### src/rtl/pcie_dma_mwr_gen_if.sv
// pcie_dma_mwr_gen_if: slave register bus, TLP engine master bus and status lines
`timescale 1ns/1ps
interface pcie_dma_mwr_gen_if;
  logic [6:0]  slv_bar_i;
  logic        slv_ce_i;
  logic        slv_we_i;
  logic [19:1] slv_adr_i;
  logic [15:0] slv_dat_i;
  logic [1:0]  slv_sel_i;
  logic [15:0] slv_dat_o;
  logic        mst_req_o;
  logic        mst_rdy_i;
  logic        mst_st_i;
  logic        mst_ce_i;
  logic [15:0] mst_dat_o;
  logic        busy_o;
  logic        done_o;
  modport slave (
    input  slv_bar_i, slv_ce_i, slv_we_i, slv_adr_i, slv_dat_i, slv_sel_i, mst_rdy_i, mst_st_i, mst_ce_i,
    output slv_dat_o, mst_req_o, mst_dat_o, busy_o, done_o
  );
  modport master (
    output slv_bar_i, slv_ce_i, slv_we_i, slv_adr_i, slv_dat_i, slv_sel_i, mst_rdy_i, mst_st_i, mst_ce_i,
    input  slv_dat_o, mst_req_o, mst_dat_o, busy_o, done_o
  );
endinterface

### src/rtl/pcie_dma_mwr_gen.sv
// pcie_dma_mwr_gen: splits a DMA descriptor into 3DW MWr TLPs with an incrementing 16-bit payload
`timescale 1ns/1ps
module pcie_dma_mwr_gen #(
  parameter int         MAX_PAYLOAD_DW = 32,
  parameter logic [7:0] TAG_BASE       = 8'h00
) (
  input logic               pcie_clk,
  input logic               sys_rst,
  input logic [7:0]         bus_num,
  input logic [4:0]         dev_num,
  input logic [2:0]         func_num,
  pcie_dma_mwr_gen_if.slave bus
);
  typedef enum logic [2:0] {IDLE, CALC, REQ, XFER, NEXT} state_t;
  state_t state, state_n;
  logic [31:2] addr_reg;
  logic [31:0] waddr;
  logic [15:0] len_reg, seed_reg, tlpcnt, rem, pat, rdata, word, edge_dw, lim, blen_calc, lo_m;
  logic [7:0]  tag, blen;
  logic [8:0]  widx, cur, nxt, off;
  logic done, aborted, abort_pend;
  logic acc, wr, ctrl_wr, start, abort, clr, abrt, idle, start_go, last_ce, fin, req_abort;
  logic unused_ok;

  function automatic logic [15:0] merge(input logic [15:0] old, input logic [15:0] d, input logic [1:0] s);
    return {s[1] ? d[15:8] : old[15:8], s[0] ? d[7:0] : old[7:0]};
  endfunction

  assign acc       = bus.slv_bar_i[0] & bus.slv_ce_i;
  assign wr        = acc & bus.slv_we_i;
  assign off       = bus.slv_adr_i[9:1];
  assign ctrl_wr   = wr & (off == 9'h013) & bus.slv_sel_i[0];
  assign start     = ctrl_wr & bus.slv_dat_i[0];
  assign abort     = ctrl_wr & bus.slv_dat_i[1];
  assign clr       = ctrl_wr & bus.slv_dat_i[2];
  assign idle      = state == IDLE;
  assign abrt      = abort | abort_pend;
  assign start_go  = start & idle & (len_reg != 16'd0);
  assign cur       = bus.mst_st_i ? 9'd0 : widx;
  assign nxt       = cur + 9'd1;
  assign last_ce   = (state == XFER) & bus.mst_ce_i & (cur == 9'd5 + {blen, 1'b0});
  assign fin       = (state == NEXT) & ((rem == {8'd0, blen}) | abrt);
  assign req_abort = (state == REQ) & ~bus.mst_rdy_i & abrt;
  // DWORDs left before the next 4 KB boundary
  assign edge_dw   = (16'd4096 - {4'd0, waddr[11:0]}) >> 2;
  assign lim       = rem < 16'(MAX_PAYLOAD_DW) ? rem : 16'(MAX_PAYLOAD_DW);
  assign blen_calc = lim < edge_dw ? lim : edge_dw;
  assign lo_m      = merge({addr_reg[15:2], 2'b00}, bus.slv_dat_i, bus.slv_sel_i);
  assign unused_ok = ^{bus.slv_bar_i[6:1], bus.slv_adr_i[19:10], blen_calc[15:8], lo_m[1:0]};

  // word presented after the consume strobe; payload continues from pat
  assign word = (nxt == 9'd1) ? {8'd0, blen} :
                (nxt == 9'd2) ? {bus_num, dev_num, func_num} :
                (nxt == 9'd3) ? {tag, (blen > 8'd1) ? 4'hF : 4'h0, 4'hF} :
                (nxt == 9'd4) ? waddr[31:16] :
                (nxt == 9'd5) ? {waddr[15:2], 2'b00} :
                pat + {7'd0, nxt} - 16'd6;

  assign rdata = (off == 9'h010) ? {addr_reg[15:2], 2'b00} :
                 (off == 9'h011) ? addr_reg[31:16] :
                 (off == 9'h012) ? len_reg :
                 (off == 9'h013) ? {13'd0, aborted, done, ~idle} :
                 (off == 9'h014) ? seed_reg :
                 (off == 9'h015) ? tlpcnt : 16'd0;

  assign bus.mst_req_o = state == REQ;
  assign bus.busy_o    = ~idle;
  assign bus.done_o    = done;

  always_ff @(posedge pcie_clk or posedge sys_rst)
    if (sys_rst) state <= IDLE;
    else state <= state_n;

  always_comb begin
    state_n = state;
    case (state)
      IDLE:    state_n = start_go ? CALC : IDLE;
      CALC:    state_n = REQ;
      REQ:     state_n = bus.mst_rdy_i ? XFER : (abrt ? IDLE : REQ);
      XFER:    state_n = last_ce ? NEXT : XFER;
      NEXT:    state_n = fin ? IDLE : CALC;
      default: state_n = IDLE;
    endcase
  end

  always_ff @(posedge pcie_clk or posedge sys_rst) begin
    if (sys_rst) begin
      addr_reg      <= '0;
      len_reg       <= '0;
      seed_reg      <= '0;
      tlpcnt        <= '0;
      rem           <= '0;
      pat           <= '0;
      waddr         <= '0;
      tag           <= TAG_BASE;
      blen          <= '0;
      widx          <= '0;
      done          <= 1'b0;
      aborted       <= 1'b0;
      abort_pend    <= 1'b0;
      bus.slv_dat_o <= '0;
      bus.mst_dat_o <= '0;
    end else begin
      if (acc & ~bus.slv_we_i) bus.slv_dat_o <= rdata;
      if (wr & idle) begin
        if (off == 9'h010) addr_reg[15:2] <= lo_m[15:2];
        if (off == 9'h011) addr_reg[31:16] <= merge(addr_reg[31:16], bus.slv_dat_i, bus.slv_sel_i);
        if (off == 9'h012) len_reg <= merge(len_reg, bus.slv_dat_i, bus.slv_sel_i);
        if (off == 9'h014) seed_reg <= merge(seed_reg, bus.slv_dat_i, bus.slv_sel_i);
      end
      // a clear in the same write as a start wins over the zero-length done
      done <= (fin | req_abort) ? 1'b1 : (start & idle) ? (len_reg == 16'd0) & ~clr : clr ? 1'b0 : done;
      if (abort & ~idle) abort_pend <= 1'b1;
      if (start_go) begin
        waddr      <= {addr_reg, 2'b00};
        rem        <= len_reg;
        pat        <= seed_reg;
        tlpcnt     <= '0;
        aborted    <= 1'b0;
        abort_pend <= 1'b0;
      end
      if (state == CALC) begin
        blen          <= blen_calc[7:0];
        bus.mst_dat_o <= 16'h4000;
        widx          <= '0;
      end
      if ((state == XFER) & bus.mst_ce_i) begin
        widx          <= nxt;
        bus.mst_dat_o <= word;
      end
      if (state == NEXT) begin
        waddr  <= waddr + {22'd0, blen, 2'b00};
        rem    <= rem - {8'd0, blen};
        pat    <= pat + {7'd0, blen, 1'b0};
        tag    <= tag + 8'd1;
        tlpcnt <= tlpcnt + 16'd1;
      end
      if (fin) begin
        aborted    <= abrt;
        abort_pend <= 1'b0;
      end
      if (req_abort) begin
        aborted    <= 1'b1;
        abort_pend <= 1'b0;
      end
    end
  end
endmodule

### src/flat_wrapper.sv
// flat-port wrapper written by rule: the top's interface ports become plain ports
module pcie_dma_mwr_gen_flat 
#(
  parameter int         MAX_PAYLOAD_DW = 32,
  parameter logic [7:0] TAG_BASE       = 8'h00
)
  (pcie_clk, sys_rst, bus_num, dev_num, func_num, bus_slv_bar_i, bus_slv_ce_i, bus_slv_we_i, bus_slv_adr_i, bus_slv_dat_i, bus_slv_sel_i, bus_mst_rdy_i, bus_mst_st_i, bus_mst_ce_i, bus_slv_dat_o, bus_mst_req_o, bus_mst_dat_o, bus_busy_o, bus_done_o);
  pcie_dma_mwr_gen_if bus_i ();
  input logic pcie_clk;
  input logic sys_rst;
  input logic [7:0] bus_num;
  input logic [4:0] dev_num;
  input logic [2:0] func_num;
  input wire logic [$bits(bus_i.slv_bar_i)-1:0] bus_slv_bar_i;
  input wire logic [$bits(bus_i.slv_ce_i)-1:0] bus_slv_ce_i;
  input wire logic [$bits(bus_i.slv_we_i)-1:0] bus_slv_we_i;
  input wire logic [$bits(bus_i.slv_adr_i)-1:0] bus_slv_adr_i;
  input wire logic [$bits(bus_i.slv_dat_i)-1:0] bus_slv_dat_i;
  input wire logic [$bits(bus_i.slv_sel_i)-1:0] bus_slv_sel_i;
  input wire logic [$bits(bus_i.mst_rdy_i)-1:0] bus_mst_rdy_i;
  input wire logic [$bits(bus_i.mst_st_i)-1:0] bus_mst_st_i;
  input wire logic [$bits(bus_i.mst_ce_i)-1:0] bus_mst_ce_i;
  output wire logic [$bits(bus_i.slv_dat_o)-1:0] bus_slv_dat_o;
  output wire logic [$bits(bus_i.mst_req_o)-1:0] bus_mst_req_o;
  output wire logic [$bits(bus_i.mst_dat_o)-1:0] bus_mst_dat_o;
  output wire logic [$bits(bus_i.busy_o)-1:0] bus_busy_o;
  output wire logic [$bits(bus_i.done_o)-1:0] bus_done_o;
  assign bus_i.slv_bar_i = bus_slv_bar_i;
  assign bus_i.slv_ce_i = bus_slv_ce_i;
  assign bus_i.slv_we_i = bus_slv_we_i;
  assign bus_i.slv_adr_i = bus_slv_adr_i;
  assign bus_i.slv_dat_i = bus_slv_dat_i;
  assign bus_i.slv_sel_i = bus_slv_sel_i;
  assign bus_i.mst_rdy_i = bus_mst_rdy_i;
  assign bus_i.mst_st_i = bus_mst_st_i;
  assign bus_i.mst_ce_i = bus_mst_ce_i;
  assign bus_slv_dat_o = bus_i.slv_dat_o;
  assign bus_mst_req_o = bus_i.mst_req_o;
  assign bus_mst_dat_o = bus_i.mst_dat_o;
  assign bus_busy_o = bus_i.busy_o;
  assign bus_done_o = bus_i.done_o;
  pcie_dma_mwr_gen #(.MAX_PAYLOAD_DW(MAX_PAYLOAD_DW), .TAG_BASE(TAG_BASE)) u_core (.pcie_clk(pcie_clk), .sys_rst(sys_rst), .bus_num(bus_num), .dev_num(dev_num), .func_num(func_num), .bus(bus_i));
endmodule
### config.mk
export PLATFORM = sky130hd
export DESIGN_NAME = pcie_dma_mwr_gen_flat
export DESIGN_NICKNAME = d
export VERILOG_FILES = /design/src/rtl/pcie_dma_mwr_gen_if.sv /design/src/rtl/pcie_dma_mwr_gen.sv /design/src/flat_wrapper.sv
export SDC_FILE = /design/constraint.sdc
export NUM_CORES = 1
export LEC_CHECK = 0
export CAP_MARGIN = 15
export CELL_PAD_IN_SITES_DETAIL_PLACEMENT = 1
export CELL_PAD_IN_SITES_GLOBAL_PLACEMENT = 2
export CORE_MARGIN = 2
export CORE_UTILIZATION = 36
export DETAILED_ROUTE_END_ITERATION = 6
export PLACE_DENSITY = 0.87
export SLEW_MARGIN = 30
export SYNTH_ARGS = -nofsm -noshare
export SYNTH_HDL_FRONTEND = slang
export SYNTH_SLANG_ARGS = --single-unit
### constraint.sdc
create_clock -name pcie_clk -period 9.38 [get_ports pcie_clk]
set_input_delay 1.876 -clock pcie_clk [delete_from_list [all_inputs] [get_ports pcie_clk]]
set_output_delay 1.876 -clock pcie_clk [all_outputs]
set_load 0.02 [all_outputs]
==> impl_metrics.ini <==
[outcome]
outcome = complete, no violations

[timing]
fmax_mhz = 163
hold_viol = 0
skew_ns = 0.0204
finalSetupViolCount = 0
fin_tns_setup_ns = 0
rsz0062_at_grt = false
fin_crit_sh = 0.655
slew_viol_final = 0
slew_headroom = 0.390
tightestPinTransition_ns = 0.915
layout_min_cycle_time_ns = 6.15

[grt]
grt_pass1_vias = 11691
track_usage = 0.237
grt_pass1_wl_mm = 68.5
antenna_found_initial = 0
grt_start_max_net_pins = 87
grt_overflow_total = 0

[yosys]
synth_fa_ha_area_frac = 0.0696
synthSimpleGateAreaFrac = 0.173
yosysTopAreaCell = dfrtp_1
synth-seq-cells = 203
seq_area_frac_synth = 0.396
synthXorXnorAreaFrac = 0.0416
synthesis.area_um2 = 12800
synth_cells = 1382
synth_mux_area_frac = 0.0625
synth_cell_types = 84
synth_top_family_by_area = compound AO/OA/AOI/OAI gates
yosys_warnings = 0
yosys.area.top_type_share = 0.396
avgSynthCellArea_um2 = 9.29
ys.flop_type = dfrtp_1
synth_commonest_cells = 203 x dfrtp_1, 150 x nand2_1, 105 x o21ai_0, 78 x nor2_1, 74 x a21oi_1
synth_compound_area_frac = 0.212
synth-edff-count = 0
synth.area.top_cells = dfrtp_1 40%, ha_1 6.3%, mux2_2 5.5%
async_flop_share = 1.00
yosysMostFrequentCell = dfrtp_1

[clock_network]
cts_sinks = 203
ctsHtreeMaxLevel = 1
clk_latency_ns = 0.55
cts_resized = 0
clkTransAtPathRegs_ns = 0.06
cts_tree = built
cts-root-buf = clkbuf_16
post_cts_buffers = 0
cts_buffer_depth = 3
cts_hold_buf = 0
cts_made_buffers = 25

[drt]
route.detailed.drc = 0
drt_iter0_drc = 930
dr.pass1.iters = 5
ant_nets = 0
vias = 11440
drt-wirelength-per-cell_um = 22.7
via_per_inst = 5.98
wirelength_mm = 43.4

[pwr]
vdd_drop_max_v = 0.000165
power_leakage_nw = 6.45
power_density_nw_per_um2 = 188

[die]
coreArea_um2 = 35300
die_h_um = 193
ioPinCount = 102
num_rows = 69
dieArea_um2 = 37200
die_w_um = 193
initial_core_util = 0.363

[worst_setup_path]
critPathLaunchType = input port
critPathCaptureType = flip-flop
crit_arrival_ns = 6.57
criticalPathCategory = input port to flip-flop
cp_max_fo = 20
cp_data_required_time_ns = 9.80

[job]
max-cap-violations = 0

[min_path]
hold_path.class = flip-flop to flip-flop

[placement]
place_area_um2 = 14100
dp_hpwl_mm = 31.7
place_inst = 1872
port_buffers = 85
gp_congestion = 0.868

[cells_and_area]
drive_gt1_frac = 0.107
finalNonFillerCells = 1914
nets = 1575
area_delta_synth_final_pct = 15.7
diodes = 0
fin_util = 0.421
final_cell_area_um2 = 14900
-- path summary, 6_finish.rpt --
kind | from | cells after the start | slack, ns | end
worst max-delay path | bus_mst_st_i | 16 | 3.23 | u_core.bus.mst_dat_o[12]
worst min-delay path | u_core.bus.slv_dat_o[5] | 2 | 0.48 | u_core.bus.slv_dat_o[5]
worst max register to register | u_core.rem[8] | 12 | 4.88 | u_core.blen[5]
worst min register to register | u_core.bus.slv_dat_o[5] | 2 | 0.48 | u_core.bus.slv_dat_o[5]
max in group asynchronous | sys_rst | 3 | 6.36 | u_core.bus.mst_dat_o[13]
min in group asynchronous | sys_rst | 2 | 1.83 | u_core.len_reg[2]
-- metrics by stage --
step | power (mW) | setup slack [ns] | hold slack [ns]
floorplan | 1.59 | 1.96 | 0.446
global placement | 1.84 | 2.78 | 0.466
detailed placement | 1.86 | 2.71 | 0.474
CTS | 2.82 | 3.27 | 0.490
global route | 2.96 | 3.00 | 0.512
finish | 2.80 | 3.23 | 0.480
-- per-layer routing --
layer	vias to the layer above	routed length, um	global-route usage	share of wire
met2	335	19200	0.372	0.44
li1	5231	-	-	-
met5	-	0	0	0
met1	5804	20700	0.343	0.48
met4	0	1340	0.0693	0.031
met3	70	2190	0.0260	0.051
-- worst max-delay path: stages --
cell	delay, ns
clkdlybuf4s50_1	0.76
nand2b_1	0.38
or4_4	0.55
mux2i_4	0.34
inv_2	0.14
ha_1	0.30
inv_1	0.04
ha_1	0.37
a21o_1	0.23
o21bai_1	0.18
a221oi_1	0.44
o21bai_1	0.11
a21oi_1	0.19
xnor2_1	0.09
or4_1	0.41
a22o_1	0.19
-- cell type report --
type / count / area, um^2
multi-input cells: 1044 / 7200
inverters: 65 / 251
well taps: 461 / 577
flip-flops and latches: 203 / 5080
repair buffers: 100 / 971
fillers: 3985 / 20500
clock buffers: 37 / 741
clock inverters: 4 / 37.5
-- cell usage in the layout (no fill, tap or decap), types with 10 or more instances in the layout --
master           Yosys  routed
nor3_1              30      30
nand2b_1            13      13
nor2b_1             12      12
o311ai_0            18      18
nand2_1            150     149
and3_1              23      23
inv_1               64      63
a22oi_1             20      20
a21oi_1             74      74
a222oi_1            15      15
buf_4                4      13
a221o_1             17      17
nor2_1              78      76
xor2_1              22      22
and2_1              12      12
o21ai_0            105     105
clkdlybuf4s50_1      0      85
a21o_1              14      14
dfrtp_1            203     203
clkbuf_16            0      25
nor4_1              13      13
ha_1                65      65
a31oi_1             18      18
o211ai_1            24      24
nand4_1             10      10
xnor2_1             39      39
mux2_2              63      63
nand3_1             39      39
or2_2               12      12
-- cell families after synthesis --
kind of cell,count (synthesis)
other cells,1
fa+ha+maj,69
simple gates,437
flops,203
buf+inv,139
xor+xnor,61
mux,71
compound gates,401
-- power by group --
part	internal [mW]	switching, mW	total [mW]
combinational	0.337	0.496	0.833
sequential	0.926	0.0990	1.02
clock	0.543	0.398	0.941
(Power assumes the default switching activity.)
